<file path="config.mk">
export PLATFORM = sky130hd
export DESIGN_NAME = mbox_ebox_resp
export DESIGN_NICKNAME = d
export VERILOG_FILES = /design/src/rtl/mbox_ebox_resp.sv
export SDC_FILE = /design/constraint.sdc
export NUM_CORES = 1
export LEC_CHECK = 0
export CORE_UTILIZATION = 42
export CTS_BUF_LIST = sky130_fd_sc_hd__clkbuf_4
export DETAILED_ROUTE_END_ITERATION = 16
export GPL_TIMING_DRIVEN = 0
export PLACE_DENSITY = 0.87
export SETUP_SLACK_MARGIN = 0.2
export SYNTH_ARGS = -nofsm -noshare
export SYNTH_HDL_FRONTEND = slang
export SYNTH_SLANG_ARGS = --single-unit
</file>
<file path="constraint.sdc">
create_clock -name clk -period 2.29 [get_ports clk]
set_clock_uncertainty 0.1 [all_clocks]
set_input_delay 0.687 -clock clk [delete_from_list [all_inputs] [get_ports clk]]
set_output_delay 0.687 -clock clk [all_outputs]
set_load 0.005 [all_outputs]
</file>
<file path="src/rtl/mbox_ebox_resp.sv">
// MBOX-side responder for EBOX memory-cycle requests: runs read, write and
// read-pause-write cycles on a held-request memory port and reports errors.
module mbox_ebox_resp #(
  parameter int ADDR_W         = 23,
  parameter int DATA_W         = 36,
  parameter int TIMEOUT_CYCLES = 64
) (
  input  logic              clk,
  input  logic              RESET_N,
  input  logic              MBOX_CYC_REQ,
  input  logic [ADDR_W-1:0] VMA,
  input  logic              VMA_READ,
  input  logic              VMA_WRITE,
  input  logic              VMA_PAUSE,
  input  logic              VMA_FETCH,
  input  logic              VMA_ADR_ERR,
  input  logic [DATA_W-1:0] STORE_DATA,
  input  logic              ERR_CLR,
  output logic              MBOX_XFER,
  output logic              XFER_FETCH,
  output logic [DATA_W-1:0] MBOX_DATA,
  output logic              MBOX_BUSY,
  output logic              PAGE_FAIL,
  output logic              NXM_ERR,
  output logic              OVERRUN_ERR,
  output logic              MEM_REQ,
  output logic              MEM_WRITE,
  output logic [ADDR_W-1:0] MEM_ADDR,
  output logic [DATA_W-1:0] MEM_WDATA,
  input  logic              MEM_ACK,
  input  logic [DATA_W-1:0] MEM_RDATA,
  output logic [2:0]        dbg_state
);

  // Memory port handshake: MEM_REQ (with MEM_WRITE/MEM_ADDR/MEM_WDATA) is held
  // until the cycle in which MEM_ACK is high; the edge sampling MEM_ACK ends
  // the transfer. MEM_ACK outside RD/WR is ignored.

  localparam int CNT_W = $clog2(TIMEOUT_CYCLES + 1);
  localparam logic [CNT_W-1:0] CNT_LAST = CNT_W'(TIMEOUT_CYCLES - 1);

  typedef enum logic [2:0] {
    ST_IDLE  = 3'd0,
    ST_RD    = 3'd1,
    ST_PAUSE = 3'd2,
    ST_WR    = 3'd3,
    ST_FAIL  = 3'd4
  } state_t;

  state_t           state;
  logic             lat_pause;
  logic             lat_write;
  logic             lat_fetch;
  logic [CNT_W-1:0] tmo_cnt;

  assign MBOX_BUSY = (state != ST_IDLE) || MBOX_XFER;
  assign dbg_state = state;

  always_ff @(posedge clk) begin
    if (!RESET_N) begin
      state       <= ST_IDLE;
      lat_pause   <= 1'b0;
      lat_write   <= 1'b0;
      lat_fetch   <= 1'b0;
      tmo_cnt     <= '0;
      MBOX_XFER   <= 1'b0;
      XFER_FETCH  <= 1'b0;
      MBOX_DATA   <= '0;
      PAGE_FAIL   <= 1'b0;
      NXM_ERR     <= 1'b0;
      OVERRUN_ERR <= 1'b0;
      MEM_REQ     <= 1'b0;
      MEM_WRITE   <= 1'b0;
      MEM_ADDR    <= '0;
      MEM_WDATA   <= '0;
    end else begin
      MBOX_XFER  <= 1'b0;
      XFER_FETCH <= 1'b0;
      PAGE_FAIL  <= 1'b0;
      // Clear first so a same-cycle error set below takes priority.
      if (ERR_CLR) begin
        NXM_ERR     <= 1'b0;
        OVERRUN_ERR <= 1'b0;
      end
      case (state)
        ST_IDLE: begin
          if (MBOX_CYC_REQ) begin
            if (VMA_ADR_ERR || VMA_READ || VMA_WRITE) begin
              MEM_ADDR  <= VMA;
              MEM_WDATA <= STORE_DATA;
              lat_pause <= VMA_PAUSE;
              lat_write <= VMA_WRITE;
              lat_fetch <= VMA_FETCH;
            end
            if (VMA_ADR_ERR) begin
              state     <= ST_FAIL;
              PAGE_FAIL <= 1'b1;
            end else if (VMA_READ) begin
              state     <= ST_RD;
              MEM_REQ   <= 1'b1;
              MEM_WRITE <= 1'b0;
              tmo_cnt   <= '0;
            end else if (VMA_WRITE) begin
              state     <= ST_WR;
              MEM_REQ   <= 1'b1;
              MEM_WRITE <= 1'b1;
              tmo_cnt   <= '0;
            end else begin
              OVERRUN_ERR <= 1'b1;
            end
          end
        end
        ST_RD, ST_WR: begin
          if (MBOX_CYC_REQ) OVERRUN_ERR <= 1'b1;
          if (MEM_ACK) begin
            MEM_REQ   <= 1'b0;
            MBOX_XFER <= 1'b1;
            if (state == ST_RD) begin
              MBOX_DATA  <= MEM_RDATA;
              XFER_FETCH <= lat_fetch;
              state      <= (lat_pause || lat_write) ? ST_PAUSE : ST_IDLE;
            end else begin
              state <= ST_IDLE;
            end
          end else if (tmo_cnt == CNT_LAST) begin
            // No acknowledge in time: abandon the cycle, including any RPW write half.
            MEM_REQ <= 1'b0;
            NXM_ERR <= 1'b1;
            state   <= ST_IDLE;
          end else begin
            tmo_cnt <= tmo_cnt + 1'b1;
          end
        end
        ST_PAUSE: begin
          if (MBOX_CYC_REQ) begin
            if (VMA_ADR_ERR) begin
              state     <= ST_FAIL;
              PAGE_FAIL <= 1'b1;
            end else if (VMA_WRITE) begin
              state     <= ST_WR;
              MEM_REQ   <= 1'b1;
              MEM_WRITE <= 1'b1;
              MEM_WDATA <= STORE_DATA;
              lat_write <= 1'b1;
              tmo_cnt   <= '0;
            end else begin
              OVERRUN_ERR <= 1'b1;
            end
          end
        end
        ST_FAIL: begin
          if (MBOX_CYC_REQ) OVERRUN_ERR <= 1'b1;
          state <= ST_IDLE;
        end
        default: state <= ST_IDLE;
      endcase
    end
  end

endmodule
</file>
---- Word-level counts from Yosys, hierarchy flattened ----
Index checks and enable logic that the tools add are counted.
operators by class
  add/sub/neg operators ................... 1
  multiply operators ...................... 0
  divide/modulo/power cells ............... 0
  $lt $le $gt $ge ......................... 0
  eq/ne operators ......................... 14
  shift-type cells ........................ 0
  muxes and demuxes ....................... 63
  bitwise logic cells ..................... 0
  reductions and logical operators ........ 21
operators by type and width
  kind                 number
  $mux 36              5
  $pmux 36 s2          1
  $mux 7               8
  $mux 1               33
  $mux 3               8
  $pmux 7 s3           1
  $ne 2x2->1 const B   8
  $reduce_and 3->1     4
  $reduce_and 6->1     2
  $pmux 3 s3           1
  $add 7x1->7 const B  1
  $eq 7x6->1 const B   1
  $reduce_and 7->1     1
  $eq 3x2->1 const B   2
  $pmux 1 s3           2
  $reduce_bool 3->1    2
  $reduce_and 5->1     1
  $logic_or 1x1->1     4
  $mux 2               2
  $pmux 1 s2           2
  $reduce_and 4->1     1
  $reduce_or 2->1      2
  $eq 3x1->1 const B   1
  $eq 3x3->1 const B   1
  5 further kinds      5
storage, ports and cells
  register bits ........................... 115
  bits in latches ......................... 0
  bits in writable memories ............... 0
  ROM bits ................................ 0
  output and inout port bits .............. 106
  memories kept ........................... 0

---- Logic depth before layout (Yosys ltp) ----
  depth after elaboration ................. 6
  mapped depth ............................ 7

---- Least setup slack after synthesis ----
Ideal clock, no wire load.
  path type ............................... input-to-reg
  start ................................... input MBOX_CYC_REQ
  end ..................................... register OVERRUN_ERR
  data arrival time ....................... 1931 ps
  setup slack ............................. 132 ps
  stages on the path ...................... 7
  buffers on the path ..................... 3
  cells stage by stage .................... or3b_1 -> buf_6 -> or3_1 -> buf_6 -> buf_6 -> a22oi_4 -> nor2_1
on the way
  longest elaborated chain between the ends .. 2
  elaborated cells between the ends (all ways) .. 4
  classes of those cells .................. 4 x mux
ends and longest elaborated chain
  item                       line  RTL
  from (decl)                10    input logic MBOX_CYC_REQ,
  $mux 1 (on tied branches)  -
  $pmux 1 s3 *               85    case (state)
  to (signal assigned)       83    OVERRUN_ERR <= 1'b0;
  to (signal assigned)       114   if (MBOX_CYC_REQ) OVERRUN_ERR <= 1'b1;
  to (signal assigned)       152   if (MBOX_CYC_REQ) OVERRUN_ERR <= 1'b1;
  to (decl)                  25    output logic OVERRUN_ERR,
Mark *: on every way between the ends. The rest lies on a longest branch, timed or not.
A chain may end at the register's enable or synchronous reset.

---- Worst setup path after layout ----
  start ................................... register state[1] (netlist: dbg_state[1])
  end ..................................... output MBOX_BUSY
on the way
  longest elaborated chain between the ends .. 2
ends and longest elaborated chain
  item                    line  RTL
  from (decl)             50    state_t state;
  from (signal assigned)  121   state <= (lat_pause || lat_write) ? ST_PAUSE : ST_IDLE;
  $reduce_bool 3->1       56    assign MBOX_BUSY = (state != ST_IDLE) || MBOX_XFER;
  $logic_or 1x1->1        56
  to (decl)               22    output logic MBOX_BUSY,
No other way between the ends.

==> results.cfg <==
[cts]
clockBufferDepth = 2
postCtsHoldBufs = 0
clock_sinks = 115
cts_made_buffers = 17
clk_latency_ns = 0.48
htree_levels = 4
clk_pin_slew_ns = 0.10
cts_root_buffer = clkbuf_4
cts_tree = done

[worst_setup_path]
cp_data_arrival_time_ns = 1.58
crit_required_ns = 1.50
critPathMaxFanout = 10
worst_setup_path_end_kind = output pin
critPathLaunchType = register
r2r_slack_ns = 0.09
crit_type = reg2out

[global_route]
grt-ovfl-total = 0
grt_antenna_before_repair = 0
grt_max_degree = 17
grt_pass1_vias = 4503
globalRouteTotalUtil_pct = 26.2
grt_pass1_wl_um = 21200

[floorplan]
fp.dieArea_um2 = 10600
die_h_um = 103
ios = 211
start_util_pct = 43.6
rows = 36
fp.dieW_um = 103
core_um2 = 9820

[yosys]
synth_area_leader_cell = dfxtp_1
yosysMostFrequentCell = nand2_1
synth-edff-count = 0
ys.flop_type = dfxtp_1
syn_area_um2 = 4280
synth_common_cells = nand2_1 (202), dfxtp_1 (115), a21oi_1 (104)
yosys-top-cells-area = dfxtp_1 (54%), nand2_1 (18%), a21oi_1 (12%)
synth_nets = 640
postSynthAreaPerCell_um2 = 8.01
yosysWarnings = 0
netlist.area_leader.share_pct = 53.8
yosysSeqAreaShare_pct = 53.8
synth_cell_type_count = 46
synth_cells = 534
async_reset_ff_share_pct = 0
ys_ff_latch = 115

[timing]
timing.fmax_mhz = 422
layout_setup_ws_ns = -0.0815
relSlewSlack_pct = 64.6
slew_violations = 0
finalHoldViolCount = 0
grt_setup_unrepaired = yes
tightest_slew_ns = 0.531
min_period_over_period_pct = 104
period_needed_ns = 2.37
setup_viol = 1

[placement]
pre_cts_slack_ns = -0.616
port_buffers = 209
gp_congestion = 0.903
dp_hpwl_um = 10100
placed_cells = 876

[pwr]
p_sw_mw = 1.13
intPower_mw = 3.24
power_leakage_nw = 3.07
power_density_nw_per_um2 = 622
p_total_mw = 4.37
netSwitchingFraction_pct = 25.8
p_seq_share_pct = 49.2
comb_power_share_pct = 15.7
vdd_drop_max_mv = 0.334
pwr-share-clk_pct = 35.2

[run_status]
status = complete, but fails checks
violations = negative setup slack

[job]
max-cap-violations = 0

[route]
route.vias.total = 4681
routed_via_density = 5.07
wire_per_inst_um = 15.2
detail-route-antenna-nets = 0
drc = 0
drtIter0Drc = 143
drt-total-wl_um = 14000
drt_pass1_iterations = 6

[finish]
fillCellCount = 790
nNetsFinal = 884
num_antenna_cells = 0
areaGrowthSynthToFinish_pct = 64.2
drive_gt1_share_pct = 19.3
stdcell_count = 924

[min_path]
hold_class = reg2reg
==> power by group through the flow <==
stage	combinational, mW	clock, mW	sequential (mW)
3_5_place_dp	0.693	0	2.19
4_1_cts	0.661	1.56	2.15
5_1_grt	0.747	1.69	2.16
6_report	0.685	1.54	2.15
2_1_floorplan	0.251	0	2.19
3_3_place_gp	0.677	0	2.18
==> worst paths after layout <==
| path | from | endpoint | depth (start not counted) |
|---|---|---|---|
| hold reg to reg | tmo_cnt[6]$_SDFFE_PN0P_ | tmo_cnt[6]$_SDFFE_PN0P_ | 2 |
| setup reg to reg | dbg_state[2]$_SDFFE_PN0P_ | MEM_ADDR[20]$_SDFFE_PN0P_ | 9 |
| setup / recovery | dbg_state[1]$_SDFFE_PN0P_ | MBOX_BUSY | 3 |
| hold / removal | tmo_cnt[6]$_SDFFE_PN0P_ | tmo_cnt[6]$_SDFFE_PN0P_ | 2 |
==> critical path, stage by stage (launching register included) <==
cell     delay [ns]
dfxtp_2        0.34
buf_6          0.14
or4_1          0.47
buf_2          0.14
==> layout by cell type (no fill, tap or decap), types with 2 or more instances in the layout <==
master	n
clkbuf_1	15
o311a_1	2
o211ai_1	2
a31oi_1	2
o21ai_0	9
o22ai_1	2
nor2_1	9
dlymetal6s2s_1	2
a311oi_1	2
o21a_1	2
nand2_1	202
clkinv_2	4
clkbuf_2	6
buf_2	6
dlygate4sd2_1	105
nand3_1	3
clkdlybuf4s50_1	100
clkinv_4	2
clkinvlp_4	3
buf_6	7
bufinv_16	3
clkinv_1	2
clkbuf_4	20
nor3_1	3
a21oi_1	104
nor2b_2	2
and3_1	2
dfxtp_2	67
buf_4	17
inv_1	6
dfxtp_1	47
==> timing repair <==
item	4_1_cts	5_1_grt
setup buffers	13	3
endpoints found under the setup margin	202	67
resized for setup	197	19
pin swaps	1	0
==> cell families after synthesis <==
logic type	Yosys count	share of synthesized area (%)
AO/OA/AOI/OAI	136	18.0
AND/OR/NAND/NOR	239	23.1
adder cells (fa/ha/maj)	1	0.293
flip-flops	115	53.8
buffers and inverters	43	4.74
==> sequential cells by signal, indices dropped and copies added, names as in the netlist, 3 cells and up <==
name and count:
MBOX_DATA 36, MEM_ADDR 23, MEM_WDATA 36, dbg_state 3
tmo_cnt 7
==> layer usage <==
layer / share of wire, % / global-route usage (%) / vias up
li1: - / - / 2265
met1: 37 / 28.1 / 2157
met2: 51 / 47.2 / 227
met3: 9.3 / 8.88 / 32
met4: 2.6 / 10.9 / 0
met5: 0 / 0 / -
==> cell type report <==
class                   instances  area (um^2)  share of cell area (%)
inverters                       7         26.3                   0.374
clock buffers                  18          135                    1.92
clock inverters                14          163                    2.32
flip-flops and latches        115         2390                    34.0
plain buffers                  36          221                    3.15
multi-input cells             376         1840                    26.3
well taps                     133          166                    2.37
repair buffers                225         2080                    29.6
==> through the flow <==
stage	hold WS (ns)	setup TNS (ns)	utilization (%)	area (um^2)
6_report	0.348	-0.0815	71.5	7020
5_1_grt	0.370	-0.159	71.5	7020
4_1_cts	0.343	-0.113	70.6	6930
3_5_place_dp	0.330	-48.51	66.6	6540
3_3_place_gp	0.319	-43.68	66.6	6540
2_1_floorplan	0.307	0	-	4280
Power figures use the tool's default switching activity.
